===== src/rtl/systolic_pkg.sv =====
// Shared definitions for the systolic matrix-multiply front end and its benches.
package systolic_pkg;

    typedef enum logic [2:0] {
        LOAD,
        CLEAR,
        STREAM,
        DRAIN,
        DONE
    } feeder_state_t;

    // Number of cycles the skewed operand wavefront occupies for an N x N array.
    function automatic int stream_len(input int n);
        return 2 * n - 1;
    endfunction

    // Width of the beat and stream counters: wide enough for 0..2N-1.
    function automatic int cnt_w(input int n);
        return $clog2(2 * n);
    endfunction

endpackage


===== src/rtl/systolic_skew_feeder.sv =====
// Buffers operand A (row per beat) and B (column per beat), then plays them
// into the systolic array as diagonally skewed, zero-padded lanes, clears the
// array's accumulators beforehand and flags when the array result is final.
module systolic_skew_feeder
    import systolic_pkg::*;
#(
    parameter int DATA_SIZE   = 16,
    parameter int MATRIX_SIZE = 3
) (
    input  logic                                  clk,
    input  logic                                  reset,
    input  logic                                  load_valid,
    output logic                                  load_ready,
    input  logic [MATRIX_SIZE-1:0][DATA_SIZE-1:0] load_a_row,
    input  logic [MATRIX_SIZE-1:0][DATA_SIZE-1:0] load_b_col,
    output logic [MATRIX_SIZE-1:0][DATA_SIZE-1:0] out_a,
    output logic [MATRIX_SIZE-1:0][DATA_SIZE-1:0] out_b,
    output logic                                  array_clear,
    output logic                                  busy,
    output logic                                  done
);

    localparam int CW = cnt_w(MATRIX_SIZE);
    localparam logic [CW-1:0] LAST_BEAT  = CW'(MATRIX_SIZE - 1);
    localparam logic [CW-1:0] LAST_T     = CW'(stream_len(MATRIX_SIZE) - 1);
    localparam logic [CW-1:0] LAST_DRAIN = CW'(MATRIX_SIZE - 1);

    typedef logic [MATRIX_SIZE-1:0][DATA_SIZE-1:0] lane_vec_t;

    feeder_state_t state_q, state_d;
    logic [CW-1:0] beat_q, beat_d;
    logic [CW-1:0] cnt_q, cnt_d;

    // a_buf_q[k] holds row k of A; b_buf_q[k] holds column k of B.
    lane_vec_t [MATRIX_SIZE-1:0] a_buf_q, a_buf_d;
    lane_vec_t [MATRIX_SIZE-1:0] b_buf_q, b_buf_d;

    logic accept;
    logic stream_en;

    // Lane l at stream step t carries element t-l of its stored vector, or zero
    // while the diagonal wavefront has not reached / has already left that lane.
    function automatic logic [DATA_SIZE-1:0] skew_pick(input lane_vec_t vec,
                                                       input logic [CW-1:0] t,
                                                       input int lane);
        skew_pick = '0;
        for (int k = 0; k < MATRIX_SIZE; k++) begin
            if (t == CW'(lane + k)) begin
                skew_pick = vec[k];
            end
        end
    endfunction

    assign accept = load_valid && load_ready;

    // Control registers: FSM state and the two counters.
    always_ff @(posedge clk) begin
        if (reset) begin
            state_q <= LOAD;
            beat_q  <= '0;
            cnt_q   <= '0;
        end else begin
            state_q <= state_d;
            beat_q  <= beat_d;
            cnt_q   <= cnt_d;
        end
    end

    // Operand buffers hold data only, so they are left out of reset.
    always_ff @(posedge clk) begin
        a_buf_q <= a_buf_d;
        b_buf_q <= b_buf_d;
    end

    // Next-state logic: load N beats, clear, stream 2N-1 steps, drain N, done.
    always_comb begin
        state_d = state_q;
        case (state_q)
            LOAD:    if (accept && (beat_q == LAST_BEAT)) state_d = CLEAR;
            CLEAR:   state_d = STREAM;
            STREAM:  if (cnt_q == LAST_T) state_d = DRAIN;
            DRAIN:   if (cnt_q == LAST_DRAIN) state_d = DONE;
            DONE:    state_d = LOAD;
            default: state_d = LOAD;
        endcase
    end

    // Beat counter advances per accepted beat; step counter runs in STREAM and DRAIN.
    always_comb begin
        beat_d = beat_q;
        cnt_d  = '0;
        if (accept) begin
            beat_d = (beat_q == LAST_BEAT) ? '0 : beat_q + 1'b1;
        end
        case (state_q)
            STREAM:  cnt_d = (cnt_q == LAST_T) ? '0 : cnt_q + 1'b1;
            DRAIN:   cnt_d = (cnt_q == LAST_DRAIN) ? '0 : cnt_q + 1'b1;
            default: cnt_d = '0;
        endcase
    end

    // Beat k lands in buffer slot k for both operands.
    always_comb begin
        a_buf_d = a_buf_q;
        b_buf_d = b_buf_q;
        for (int k = 0; k < MATRIX_SIZE; k++) begin
            if (accept && (beat_q == CW'(k))) begin
                a_buf_d[k] = load_a_row;
                b_buf_d[k] = load_b_col;
            end
        end
    end

    // Output decode from the registered state only.
    always_comb begin
        load_ready  = 1'b0;
        array_clear = 1'b0;
        busy        = 1'b0;
        done        = 1'b0;
        stream_en   = 1'b0;
        case (state_q)
            LOAD:    load_ready = 1'b1;
            CLEAR: begin
                array_clear = 1'b1;
                busy        = 1'b1;
            end
            STREAM: begin
                busy      = 1'b1;
                stream_en = 1'b1;
            end
            DRAIN:   busy = 1'b1;
            DONE:    done = 1'b1;
            default: load_ready = 1'b0;
        endcase
    end

    // Skew mux: row i of A feeds in_a[i], column j of B feeds in_b[j].
    for (genvar g = 0; g < MATRIX_SIZE; g++) begin : g_lane
        assign out_a[g] = stream_en ? skew_pick(a_buf_q[g], cnt_q, g) : '0;
        assign out_b[g] = stream_en ? skew_pick(b_buf_q[g], cnt_q, g) : '0;
    end

endmodule


===== config.mk =====
export PLATFORM = sky130hd
export DESIGN_NAME = systolic_skew_feeder
export DESIGN_NICKNAME = d
export VERILOG_FILES = /design/src/rtl/systolic_pkg.sv /design/src/rtl/systolic_skew_feeder.sv
export SDC_FILE = /design/constraint.sdc
export NUM_CORES = 1
export LEC_CHECK = 0
export CAP_MARGIN = 25
export CORE_MARGIN = 10
export CORE_UTILIZATION = 56
export DETAILED_ROUTE_END_ITERATION = 10
export PLACE_DENSITY = 0.87
export RECOVER_POWER = 50
export SLEW_MARGIN = 20
export SYNTH_ARGS = -nofsm -noshare
export SYNTH_HDL_FRONTEND = slang
export SYNTH_SLANG_ARGS = --single-unit

===== constraint.sdc =====
create_clock -name clk -period 26.1 [get_ports clk]
set_input_delay 5.22 -clock clk [delete_from_list [all_inputs] [get_ports clk]]
set_output_delay 5.22 -clock clk [all_outputs]
set_load 0.01 [all_outputs]

---- After elaboration in Yosys (flattened, before gate mapping) ----
Cells that the tools add are included.
cells by class
  add/sub/neg operators ................... 2
  multiply operators ...................... 0
  div/mod/pow operators ................... 0
  magnitude comparators ................... 0
  equal/unequal tests ..................... 13
  shifts and indexed selects .............. 0
  muxes and demuxes ....................... 37
  bitwise operators ....................... 0
  reductions and logical operators ........ 9
operator list
  cell                                                                    number
  16-bit two-way mux                                                      24
  3-bit two-way mux                                                       6
  3-bit by 2-bit equality test with 1-bit output (second input constant)  5
  3-bit case mux with 4 select lines                                      1
  3-bit by 1-bit equality test with 1-bit output (second input constant)  3
  3-bit zero test                                                         3
  3-bit by 1-bit adder with 3-bit output (second input constant)          2
  3-bit equality test (second input constant)                             2
  2-bit inequality test (second input constant)                           3
  3-bit case mux with 2 select lines                                      1
  1-bit two-way mux                                                       5
  1-bit logical AND                                                       4
  3-bit AND reduction                                                     1
  3-bit OR reduction                                                      1
word-level totals
  register bits ........................... 297
  bits in latches ......................... 0
  RAM bits ................................ 0
  ROM bits ................................ 0
  memories kept ........................... 0

---- Depth between registers and ports, before layout ----
  depth in word-level cells ............... 6
  mapped depth ............................ 8
  gate-level depth less buffers ........... 5

---- Worst setup path after synthesis ----
OpenSTA, ideal clock, no wires.
  kind .................................... in2reg
  from .................................... input port load_valid
  to ...................................... register a_buf_q[48] (netlist bit), enable pin
  setup time .............................. 0.668 ns
  arrival ................................. 12.238 ns
  required time ........................... 25.432 ns
  slack ................................... 13.193 ns
  stages .................................. 3
  path buffers ............................ 0
  path through ............................ nor4b_2 -> nand2_1 -> nor3_1
on the way
  cells in the longest elaborated chain, start to end .. 2
RTL lines
  item                  line                         text
  start, declared       systolic_skew_feeder.sv:12   input logic load_valid,
  1-bit logical AND     systolic_skew_feeder.sv:54   assign accept = load_valid && load_ready;
  1-bit logical AND     systolic_skew_feeder.sv:107  if (accept && (beat_q == CW'(k))) begin
  end signal, assigned  systolic_skew_feeder.sv:71   a_buf_q <= a_buf_d;
  end, declared         systolic_skew_feeder.sv:35   lane_vec_t [MATRIX_SIZE-1:0] a_buf_q, a_buf_d;
Every way passes these cells.
A chain may end at the register's enable or synchronous reset.

==> impl_metrics.tcl <==
set metrics [dict create \
    run_status "complete, but fails checks" \
    violations "max-capacitance violations, max-slew violations" \
    clock_skew_ns 0.0109 \
    clk_pin_slew_worst_paths_ns 0.06 \
    num_vias 7027 \
    syn_area_per_cell_um2 16.8 \
    grt_antenna_before_repair 9 \
    fin_tns_setup_ns 0 \
    crit_type "register to output port" \
    totalPowerFinal_mw 0.988 \
    setup.worst_path.end_class "output port" \
    ys_seq_area_frac 0.791 \
    numCtsBuffers 28 \
    hold_buffers 0 \
    nets 955 \
    hp-class "register to register" \
    wl_per_cell_um 25.1 \
    root_buffer "clkbuf_16" \
    rsz0062_at_grt "false" \
    yosys.area_share.simple 0.0796 \
    core_region_area_um2 19500 \
    setup_violations 0 \
    syn-num-nets 768 \
    final_common_cell "edfxtp_1" \
    grt_pass1_vias 7282 \
    netlist_area_um2 11200 \
    fin_area_um2 14300 \
    clkLatencyLatePin_ns 0.53 \
    ant_nets 0 \
    muxShareOfSynthArea 0.00101 \
    cp-start-kind "register" \
    grt_max_degree 67 \
    fin_hold_ws_ns 0.481 \
    post-cts-setup-buffer-count 0 \
    die_w_um 161 \
    min_period_ns 9.07 \
    pre_cts_ws_ns 17.57 \
    arrival_ns 3.85 \
    crit_path_max_fanout 66 \
    yosys.area_share.adder 0.00561 \
    pwr-share-clk 0.393 \
    drive_gt1_frac 0.0767 \
    syn_inst 664 \
    h-tree-depth 1 \
    portBuffers 198 \
    grtUsageTotal 0.215 \
    cts.repair.resized 0 \
    vias_per_cell 6.14 \
    place_area_um2 13400 \
    vdd_drop_max_mv 0.0573 \
    layout_setup_ws_ns 17.03 \
    wirelength_mm 28.7 \
    tightest_slew_ns 2.09 \
    slew_violations 46 \
    hold_viol_final 0 \
    gp_congestion 0.792 \
    synth_compound_gate_area_share 0.0998 \
    dp.cells 1085 \
    sw_frac_of_total 0.200 \
    synth_xor_area_frac 0 \
    yosysWarnings 0 \
    cell_internal_pwr_mw 0.790 \
    drc 0 \
    yosysUniqueCellTypes 30 \
    ys_ff_latch 297 \
    clk_path_buf_depth 3 \
    dpl.hpwl_mm 18.2 \
    power_frac_comb 0.042 \
    p_sw_mw 0.197 \
    grt_overflow_total 0 \
    syn2layout_area_growth_pct 28.2 \
    rows 51 \
    drt_iter0_markers 889 \
    dieArea_um2 26000 \
    fill_cells 1191 \
    required_ns 20.88 \
    pwr-share-seq 0.565 \
    final_cell_mix "edfxtp_1, dlygate4sd3_1, clkdlybuf4s50_1" \
    grt_pass1_wl_mm 43.9 \
    relSlewSlack -0.401 \
    initial_core_util 0.571 \
    ios 199 \
    drt-pass1-iter-count 6 \
    power_density_nw_per_um2 69.1 \
    synth_top_family_by_area "compound AO/OA/AOI/OAI gates" \
    period_share 0.348 \
    clock_sinks 297 \
    die_y_um 161 \
    final_cells 1145 \
    final_core_util 0.732 \
    clock.fmax_mhz 110 \
    cts_tree "yes" \
    cellLeakagePower_nw 4.42 \
    max_cap_viol_count 1 \
]
## power groups by stage
stage	Clock, mW	Sequential, mW	Combinational, mW
after CTS	0.390	0.558	0.0452
after floorplan	0	0.569	0.0158
after detailed placement	0	0.568	0.0448
after global routing	0.414	0.560	0.0451
after global placement	0	0.566	0.0435
final	0.388	0.558	0.0419
## logic make-up (layout without fill, tap and decap cells)
kind of cell | Yosys count | count (layout)
other | 0 | 7
AO/OA/AOI/OAI | 133 | 133
multiplexers | 1 | 1
buffers and inverters | 58 | 267
flip-flops | 297 | 297
AND/OR/NAND/NOR | 170 | 170
adder cells (fa/ha/maj) | 5 | 5
## registers in the layout (all words and copies together) (netlist names)
signal / cells
state_q: 3
cnt_q: 3
beat_q: 3
a_buf_q: 144
b_buf_q: 144
## layout make-up
type / count / area [µm²] / share of cell area
clock inverter: 14 / 120 / 0.00840
inverter: 5 / 20.0 / 0.00140
multi-input combinational: 309 / 2130 / 0.149
antenna: 7 / 17.5 / 0.00122
timing repair buffer: 210 / 2090 / 0.146
tap: 265 / 332 / 0.0232
sequential: 297 / 8830 / 0.617
clock buffer: 38 / 759 / 0.0531
## layer usage
metal	vias up	wire (µm)	global-route usage
li1	3070	-	-
met1	3481	11000	0.279
met2	420	14300	0.354
met3	52	2770	0.0483
met4	4	606	0.0682
met5	-	23	0
## cell usage after synthesis
cell | instances | area, µm²
a21oi_1 | 3 | 15.0
a221oi_1 | 64 | 561
a22oi_1 | 32 | 240
a311oi_1 | 1 | 8.76
and2_1 | 2 | 12.5
and3_1 | 1 | 6.26
buf_2 | 1 | 5.00
buf_6 | 4 | 45.0
clkbuf_1 | 47 | 176
clkbuf_2 | 1 | 5.00
dfxtp_1 | 9 | 180
edfxtp_1 | 288 | 8650
ha_1 | 5 | 62.6
inv_1 | 5 | 18.8
mux2_2 | 1 | 11.3
nand2_1 | 3 | 11.3
nand2b_1 | 4 | 25.0
nand3_1 | 2 | 10.0
nand3b_1 | 5 | 37.5
nor2_1 | 43 | 161
nor2b_1 | 36 | 225
nor3_1 | 66 | 330
nor3b_1 | 2 | 15.0
nor4_1 | 1 | 6.26
nor4b_2 | 1 | 15.0
o2bb2ai_1 | 32 | 280
o32ai_1 | 1 | 8.76
or3_1 | 1 | 6.26
or3b_1 | 1 | 8.76
or3b_2 | 2 | 17.5
## critical path, cell delays in order, from the launching register on
cell and delay [ns]:
dfxtp_1 0.34, inv_1 0.14, ha_4 0.41, buf_4 0.63, nor3b_2 0.31, buf_4 0.27
a221oi_1 0.13, nor3_1 0.35, clkdlybuf4s50_1 0.63
## worst paths after layout
check | startpoint | endpoint | slack (ns) | cells past startpoint
worst min register to register | cnt_q[0]$_SDFF_PP0_ | cnt_q[0]$_SDFF_PP0_ | 0.48 | 1
worst min-delay path | cnt_q[0]$_SDFF_PP0_ | cnt_q[0]$_SDFF_PP0_ | 0.48 | 1
worst max-delay path | cnt_q[0]$_SDFF_PP0_ | out_a[38] | 17.03 | 8
worst max register to register | state_q[0]$_SDFFE_PP0P_ | b_buf_q[130]$_DFFE_PP_ | 21.94 | 4
Power figures use the tool's default switching activity.
